--- src/rtl/nasti_stream_pkg.sv ---
// Shared NASTI encodings and the fetcher control-state type.
package nasti_stream_pkg;

  typedef enum logic [1:0] {
    RespOkay   = 2'b00,
    RespExokay = 2'b01,
    RespSlverr = 2'b10,
    RespDecerr = 2'b11
  } nasti_resp_e;

  localparam logic [1:0] BurstIncr = 2'b01;

  typedef enum logic [2:0] {
    StIdle,
    StNull,
    StAddr,
    StRead,
    StDrain
  } fetch_state_e;

endpackage

--- src/rtl/stream_beat_fifo.sv ---
// Synchronous beat FIFO; pointers carry one extra wrap bit to tell full from empty.
module stream_beat_fifo #(
  parameter int unsigned DEPTH = 8,
  parameter int unsigned WIDTH = 65
) (
  input  logic                     aclk,
  input  logic                     areset,
  input  logic                     push,
  input  logic [WIDTH-1:0]         push_data,
  input  logic                     pop,
  output logic [WIDTH-1:0]         pop_data,
  output logic                     full,
  output logic                     empty,
  output logic [$clog2(DEPTH):0]   count
);

  localparam int unsigned BUF_SHIFT = $clog2(DEPTH);

  logic [BUF_SHIFT:0] wr_ptr_q, rd_ptr_q;
  logic [WIDTH-1:0]   mem_q [DEPTH];
  logic               do_pop;

  assign empty    = (wr_ptr_q == rd_ptr_q);
  assign full     = ((wr_ptr_q ^ rd_ptr_q) == {1'b1, {BUF_SHIFT{1'b0}}});
  assign count    = wr_ptr_q - rd_ptr_q;
  assign do_pop   = pop && !empty;
  assign pop_data = mem_q[rd_ptr_q[BUF_SHIFT-1:0]];

  // Pointer advance; push and pop may coincide.
  always_ff @(posedge aclk) begin
    if (areset) begin
      wr_ptr_q <= '0;
      rd_ptr_q <= '0;
    end else begin
      if (push)   wr_ptr_q <= wr_ptr_q + 1'b1;
      if (do_pop) rd_ptr_q <= rd_ptr_q + 1'b1;
    end
  end

  // Storage array, contents need no reset.
  always_ff @(posedge aclk) begin
    if (push) mem_q[wr_ptr_q[BUF_SHIFT-1:0]] <= push_data;
  end

  assert property (@(posedge aclk) disable iff (areset) !(push && full))
    else $error("stream_beat_fifo: push while full");

endmodule

--- src/rtl/nasti_stream_fetcher.sv ---
// Reads a contiguous beat-aligned region over NASTI AR/R and replays it as a stream
// with t_last on the final beat. Each AR burst is issued only once the beat buffer
// can absorb all of it, so the R channel is never back-pressured.
module nasti_stream_fetcher
  import nasti_stream_pkg::*;
#(
  parameter int unsigned ADDR_WIDTH       = 64,
  parameter int unsigned DATA_WIDTH       = 64,
  parameter int unsigned MAX_BURST_LENGTH = 8,
  parameter int unsigned LEN_WIDTH        = 32,
  parameter int unsigned ID_WIDTH         = 4
) (
  input  logic                    aclk,
  input  logic                    areset,
  // NASTI master, read side
  output logic                    src_ar_valid,
  input  logic                    src_ar_ready,
  output logic [ID_WIDTH-1:0]     src_ar_id,
  output logic [ADDR_WIDTH-1:0]   src_ar_addr,
  output logic [7:0]              src_ar_len,
  output logic [2:0]              src_ar_size,
  output logic [1:0]              src_ar_burst,
  output logic                    src_ar_lock,
  output logic [3:0]              src_ar_cache,
  output logic [2:0]              src_ar_prot,
  output logic [3:0]              src_ar_qos,
  output logic [3:0]              src_ar_region,
  input  logic                    src_r_valid,
  output logic                    src_r_ready,
  input  logic [DATA_WIDTH-1:0]   src_r_data,
  input  logic [1:0]              src_r_resp,
  input  logic                    src_r_last,
  // Write side unused
  output logic                    src_aw_valid,
  output logic                    src_w_valid,
  output logic                    src_b_ready,
  // Stream master
  output logic                    dest_t_valid,
  input  logic                    dest_t_ready,
  output logic [DATA_WIDTH-1:0]   dest_t_data,
  output logic [DATA_WIDTH/8-1:0] dest_t_keep,
  output logic [DATA_WIDTH/8-1:0] dest_t_strb,
  output logic                    dest_t_last,
  // Request interface
  input  logic [ADDR_WIDTH-1:0]   r_src,
  input  logic [LEN_WIDTH-1:0]    r_beats,
  input  logic                    r_valid,
  output logic                    r_ready,
  output logic                    r_error
);

  localparam int unsigned BEAT_SHIFT = $clog2(DATA_WIDTH / 8);
  localparam int unsigned BUF_SHIFT  = $clog2(MAX_BURST_LENGTH);
  localparam int unsigned CNT_W      = BUF_SHIFT + 1;

  fetch_state_e           state_q;
  logic [ADDR_WIDTH-1:0]  addr_q;
  logic [LEN_WIDTH-1:0]   remaining_q, total_q, pushed_q;
  logic                   r_ready_q, r_error_q, ar_valid_q;

  logic [CNT_W-1:0]       burst, free_slots, fifo_count;
  logic                   fifo_full, fifo_empty, fifo_push, fifo_pop, push_last;
  logic [DATA_WIDTH:0]    fifo_head;
  logic                   ar_fire, r_fire, null_beat;

  // Next burst size: whatever is left, capped at one full buffer.
  always_comb begin
    burst = CNT_W'(MAX_BURST_LENGTH);
    if (remaining_q < LEN_WIDTH'(MAX_BURST_LENGTH)) burst = remaining_q[CNT_W-1:0];
  end

  assign free_slots = CNT_W'(MAX_BURST_LENGTH) - fifo_count;
  assign ar_fire    = ar_valid_q && src_ar_ready;
  assign r_fire     = src_r_valid && src_r_ready;
  assign push_last  = ((pushed_q + LEN_WIDTH'(1)) == total_q);
  assign null_beat  = (state_q == StNull);

  assign fifo_push  = r_fire;
  assign fifo_pop   = dest_t_ready && !fifo_empty;

  // Control FSM with registered handshake outputs.
  always_ff @(posedge aclk) begin
    if (areset) begin
      state_q     <= StIdle;
      r_ready_q   <= 1'b1;
      r_error_q   <= 1'b0;
      ar_valid_q  <= 1'b0;
      addr_q      <= '0;
      remaining_q <= '0;
      total_q     <= '0;
      pushed_q    <= '0;
    end else begin
      unique case (state_q)
        StIdle: begin
          if (r_valid) begin
            addr_q      <= {r_src[ADDR_WIDTH-1:BEAT_SHIFT], {BEAT_SHIFT{1'b0}}};
            remaining_q <= r_beats;
            total_q     <= r_beats;
            pushed_q    <= '0;
            r_error_q   <= 1'b0;
            r_ready_q   <= 1'b0;
            state_q     <= (r_beats == '0) ? StNull : StAddr;
          end
        end
        StNull: begin
          if (dest_t_ready) begin
            r_ready_q <= 1'b1;
            state_q   <= StIdle;
          end
        end
        StAddr: begin
          // No burst is outstanding here, so occupancy alone is the reservation.
          if (!ar_valid_q) begin
            if (free_slots >= burst) ar_valid_q <= 1'b1;
          end else if (ar_fire) begin
            ar_valid_q  <= 1'b0;
            addr_q      <= addr_q + (ADDR_WIDTH'(burst) << BEAT_SHIFT);
            remaining_q <= remaining_q - LEN_WIDTH'(burst);
            state_q     <= StRead;
          end
        end
        StRead: begin
          if (r_fire) begin
            pushed_q <= pushed_q + LEN_WIDTH'(1);
            if (src_r_resp != RespOkay) r_error_q <= 1'b1;
            if (src_r_last) state_q <= (remaining_q != '0) ? StAddr : StDrain;
          end
        end
        StDrain: begin
          if (fifo_empty) begin
            r_ready_q <= 1'b1;
            state_q   <= StIdle;
          end
        end
        default: state_q <= StIdle;
      endcase
    end
  end

  stream_beat_fifo #(
    .DEPTH (MAX_BURST_LENGTH),
    .WIDTH (DATA_WIDTH + 1)
  ) u_beat_fifo (
    .aclk      (aclk),
    .areset    (areset),
    .push      (fifo_push),
    .push_data ({push_last, src_r_data}),
    .pop       (fifo_pop),
    .pop_data  (fifo_head),
    .full      (fifo_full),
    .empty     (fifo_empty),
    .count     (fifo_count)
  );

  assign r_ready       = r_ready_q;
  assign r_error       = r_error_q;

  assign src_ar_valid  = ar_valid_q;
  assign src_ar_id     = '0;
  assign src_ar_addr   = addr_q;
  assign src_ar_len    = 8'(burst - 1'b1);
  assign src_ar_size   = 3'(BEAT_SHIFT);
  assign src_ar_burst  = BurstIncr;
  assign src_ar_lock   = 1'b0;
  assign src_ar_cache  = '0;
  assign src_ar_prot   = '0;
  assign src_ar_qos    = '0;
  assign src_ar_region = '0;
  assign src_r_ready   = (state_q == StRead);
  assign src_aw_valid  = 1'b0;
  assign src_w_valid   = 1'b0;
  assign src_b_ready   = 1'b0;

  // A null request emits a single empty beat flagged last.
  assign dest_t_valid  = null_beat || !fifo_empty;
  assign dest_t_data   = null_beat ? '0 : fifo_head[DATA_WIDTH-1:0];
  assign dest_t_last   = null_beat || (!fifo_empty && fifo_head[DATA_WIDTH]);
  assign dest_t_keep   = null_beat ? '0 : '1;
  assign dest_t_strb   = null_beat ? '0 : '1;

  assert property (@(posedge aclk) disable iff (areset)
                   (r_valid && r_ready) |-> (r_src[BEAT_SHIFT-1:0] == '0))
    else $error("nasti_stream_fetcher: misaligned request address");

  assert property (@(posedge aclk) disable iff (areset) !(fifo_push && fifo_full))
    else $error("nasti_stream_fetcher: beat buffer overrun");

endmodule

--- config.mk ---
export PLATFORM = sky130hd
export DESIGN_NAME = nasti_stream_fetcher
export DESIGN_NICKNAME = d
export VERILOG_FILES = /design/src/rtl/nasti_stream_pkg.sv /design/src/rtl/stream_beat_fifo.sv /design/src/rtl/nasti_stream_fetcher.sv
export SDC_FILE = /design/constraint.sdc
export NUM_CORES = 1
export LEC_CHECK = 0
export ABC_AREA = 1
export CAP_MARGIN = 20
export CORE_UTILIZATION = 59
export CTS_CLUSTER_SIZE = 25
export DETAILED_ROUTE_END_ITERATION = 6
export PLACE_DENSITY_LB_ADDON = 0.15
export REMOVE_ABC_BUFFERS = 1
export SLEW_MARGIN = 40
export SYNTH_ARGS = -nofsm -noshare
export SYNTH_HDL_FRONTEND = slang
export SYNTH_SLANG_ARGS = --single-unit
--- constraint.sdc ---
create_clock -name aclk -period 20.6 [get_ports aclk]
set_clock_uncertainty 0.15 [all_clocks]
set_input_delay 6.18 -clock aclk [delete_from_list [all_inputs] [get_ports aclk]]
set_output_delay 6.18 -clock aclk [all_outputs]
set_load 0.005 [all_outputs]
==> load_flow_metrics.sql <==
INSERT INTO impl_metrics (metric_group, metric, value, unit) VALUES
('critical_path', 'end_kind', 'output pin', ''),
('sta', 'hold_violations', '0', ''),
('power', 'report.power.total', '4400', 'uW'),
('clock_tree', 'number_of_buffers_created_by_cts', '72', ''),
('place', 'port-buffer-count', '320', ''),
('cells_and_area', 'nFillCells', '3936', ''),
('die', 'fp.dieArea', '0.0560', 'sq mm'),
('clock_tree', 'cts-htree-levels', '3', ''),
('sta', 'maxSlewViolCount', '0', ''),
('critical_path', 'critical_path_class', 'reg -> out', ''),
('grt', 'first_global_vias', '25742', ''),
('die', 'ioPinCount', '355', ''),
('clock_tree', 'clock_tree.root_cell', 'clkbuf_16', ''),
('sta', 'achievable-frequency', '98.0', 'MHz'),
('synth', 'synth_sequential_area_ratio', '0.588', ''),
('power', 'power.switching_fraction', '0.338', ''),
('place', 'routabilityCongestion', '0.938', ''),
('power', 'internal_power', '2910', 'uW'),
('synth', 'postSynthAreaPerCell', '9.45', 'sq um'),
('route', 'wl', '91800', 'um'),
('sta', 'holdWs', '0.322', 'ns'),
('place', 'dp_hpwl', '57200', 'um'),
('cells_and_area', 'final_layout_size_suffix_gt1_frac', '0.0772', ''),
('critical_path', 'required', '14.27', 'ns'),
('synth', 'synth_enable_flop_cells', '520', ''),
('worst_hold_path', 'holdCritPathClass', 'reg -> reg', ''),
('clock_tree', 'cts_tree', 'yes', ''),
('sta', 'fin_tns_setup', '0', 'ns'),
('sta', 'rsz0062_at_grt', 'false', ''),
('die', 'core.rowCount', '85', ''),
('die', 'core_area', '0.0541', 'sq mm'),
('grt', 'gr-total-overflow', '0', ''),
('route', 'ant_nets', '0', ''),
('synth', 'asyncSetResetFlopFracSynth', '0', ''),
('die', 'die_width', '237', 'um'),
('clock_tree', 'post_cts_resized', '0', ''),
('sta', 'slew_headroom', '0.432', ''),
('critical_path', 'timing.critical_path.cells', 'clkinv_8 -> buf_4 -> o21ai_0 -> o22ai_1 -> o21ai_0 -> a31oi_1 -> clkdlybuf4s50_1', ''),
('power', 'clkPwrFrac', '0.304', ''),
('clock_tree', 'ctsHoldBuffers', '0', ''),
('clock_tree', 'cts.repair_timing.setup_buffer_count', '0', ''),
('die', 'die_h', '237', 'um'),
('power', 'netSwitchingPower', '1490', 'uW'),
('clock_tree', 'clkTransAtPathRegs', '0.06', 'ns'),
('synth', 'synth.cell_area', '0.0325', 'sq mm'),
('cells_and_area', 'layout.cells.most_common', 'nor2_1', ''),
('sta', 'period_needed', '10.20', 'ns'),
('power', 'ir_worst_vdd', '104', 'uV'),
('synth', 'synth_cell_types', '57', ''),
('route', 'first_iter_violations', '2599', ''),
('sta', 'finalCritPeriodShare', '0.495', ''),
('synth', 'synth-warning-count', '0', ''),
('route', 'vias', '26491', ''),
('route', 'route.detailed.wl_per_inst', '20.8', 'um'),
('power', 'power.share.combinational', '0.308', ''),
('route', 'drt_drc_violations_left', '0', ''),
('synth', 'post_synth_inst_count', '3439', ''),
('grt', 'wire_length_of_the_first_global_routing_pass', '141000', 'um'),
('sta', 'report.final.setup_viol', '0', ''),
('clock_tree', 'numClockSinks', '694', ''),
('route', 'viasPerCell', '5.99', ''),
('critical_path', 'crit_path_start_kind', 'flip-flop', ''),
('job', 'cap_violations', '0', ''),
('power', 'power_leakage', '0.0132', 'uW'),
('sta', 'tightestPinTransition', '0.852', 'ns'),
('grt', 'grt_antenna_before_repair', '8', ''),
('die', 'starting_density_of_the_core', '0.600', ''),
('cells_and_area', 'area_delta_synth_final', '18.5', '%'),
('critical_path', 'worst_path_most_repeated_cell', 'o21ai_0', ''),
('clock_tree', 'source_to_sink_clock_delay_at_the_later_pin_of_the_worst_skew_pair', '0.62', 'ns'),
('critical_path', 'slowest_stage_delay_cp', '0.74', 'ns'),
('synth', 'synthFlopType', 'edfxtp_1', ''),
('synth', 'synth_seq_cells', '694', ''),
('grt', 'grt_start_max_net_pins', '181', ''),
('grt', 'grt.total_usage', '0.323', ''),
('power', 'power.sequential.fraction', '0.388', ''),
('critical_path', 'worstPathMaxFanout', '180', ''),
('clock_tree', 'max-clock-path-buffers', '3', ''),
('power', 'power-per-cell-area', '114', 'mW/mm^2'),
('critical_path', 'critical-path-slowest-cell', 'dfxtp_4', ''),
('status', 'outcome', 'completed', ''),
('route', 'drt-pass1-iter-count', '7', ''),
('cells_and_area', 'nNetsFinal', '3853', ''),
('cells_and_area', 'most-common-layout-cells', 'nor2_1 (532), edfxtp_1 (520), nand2_1 (475)', ''),
('critical_path', 'arrival', '3.87', 'ns');
flip-flops by register name, summed over array words and instances (netlist names), 3 cells and up, named ones only:
name	flops
pushed_q	32
remaining_q	32
src_ar_addr	61
state_q	3
total_q	32
u_beat_fifo.mem_q	520
u_beat_fifo.rd_ptr_q	4
u_beat_fifo.wr_ptr_q	4
synth_stat cells, types with 6 or more instances:
cell type | count | area share
buf_2 | 20 | 0.0031
nor3_2 | 11 | 0.0034
nor2_4 | 15 | 0.0052
nor4_1 | 10 | 0.0019
dfxtp_1 | 174 | 0.11
nand3b_1 | 8 | 0.0018
inv_2 | 20 | 0.0023
nor2_2 | 25 | 0.0048
xor2_1 | 24 | 0.0065
clkbuf_1 | 144 | 0.017
nand3_1 | 163 | 0.025
o21ai_0 | 423 | 0.065
buf_1 | 10 | 0.0012
or2_0 | 11 | 0.0021
nand3_2 | 10 | 0.0031
or2_1 | 6 | 0.0012
buf_4 | 56 | 0.013
inv_1 | 188 | 0.022
o22ai_1 | 69 | 0.013
o21a_1 | 9 | 0.0021
xnor2_1 | 12 | 0.0032
or2_2 | 16 | 0.0031
a21oi_1 | 170 | 0.026
nand2_2 | 19 | 0.0037
nand4_1 | 53 | 0.010
ha_1 | 17 | 0.0065
edfxtp_1 | 520 | 0.48
nor3_1 | 45 | 0.0069
nor2_1 | 538 | 0.062
a211oi_1 | 7 | 0.0016
a31oi_1 | 67 | 0.013
nand2_1 | 475 | 0.055
o21bai_1 | 24 | 0.0055
o211ai_1 | 42 | 0.0097
through the flow:
stage | utilization | area [sq um] | setup slack [ns] | cells
4_1_cts | 0.711 | 38500 | 10.28 | 4416
2_1_floorplan | - | 31500 | 3.97 | 3239
5_1_grt | 0.711 | 38500 | 10.06 | 4419
3_3_place_gp | 0.662 | 35800 | 10.60 | 4279
6_report | 0.711 | 38500 | 10.40 | 4420
3_5_place_dp | 0.666 | 36000 | 10.78 | 4287
cell type report:
cell class / count / area, sq um / area share
diodes: 4 / 10.0 / 0.000260
clock buffers: 84 / 1930 / 0.0502
clock inverters: 45 / 494 / 0.0128
inverters: 211 / 821 / 0.0213
multi-input cells: 2334 / 11700 / 0.303
flip-flops and latches: 694 / 19100 / 0.496
well taps: 696 / 871 / 0.0226
repair buffers: 352 / 3590 / 0.0932
critical path, delay by kind of cell, from the launching register on:
family | cells | cell delay (ns)
DFF | 1 | 0.74
AOI/OAI and AO/OA | 4 | 0.68
buffers and inverters | 3 | 1.77
metal layers:
| metal | vias to the layer above | GRT usage | routed length [um] |
|---|---|---|---|
| li1 | 12402 | - | - |
| met1 | 12765 | 0.421 | 37000 |
| met2 | 1131 | 0.534 | 44400 |
| met3 | 187 | 0.0647 | 7670 |
| met4 | 6 | 0.127 | 2650 |
| met5 | - | 0 | 49 |
cells by family (layout without fill, tap and decap cells):
logic type | count (synthesis) | in the layout | share of synthesized area
DFF | 694 | 694 | 0.588
xor gates and xnor gates | 37 | 37 | 0.0104
and+or+nand+nor | 1412 | 1412 | 0.192
AOI/OAI and AO/OA | 834 | 834 | 0.143
buffers and inverters | 441 | 692 | 0.0585
adders and majority gates | 19 | 19 | 0.00778
other | 2 | 36 | 0.000231
power groups by stage:
stage	clock, uW	sequential [uW]	combinational (uW)
2_1_floorplan	0	1720	764
3_3_place_gp	0	1740	1290
3_5_place_dp	0	1730	1340
4_1_cts	1350	1700	1350
5_1_grt	1410	1720	1490
6_report	1340	1710	1350
worst paths after layout:
| kind | cells after the start | end | start | slack [ns] |
|---|---|---|---|---|
| max reg2reg | 15 | src_ar_addr[11] | state_q[1] | 16.43 |
| min | 2 | total_q[3] | total_q[3] | 0.32 |
| min reg2reg | 2 | total_q[3] | total_q[3] | 0.32 |
| max | 7 | dest_t_data[56] | flip-flop | 10.40 |
Note: power is estimated with default switching activity, not from simulation.
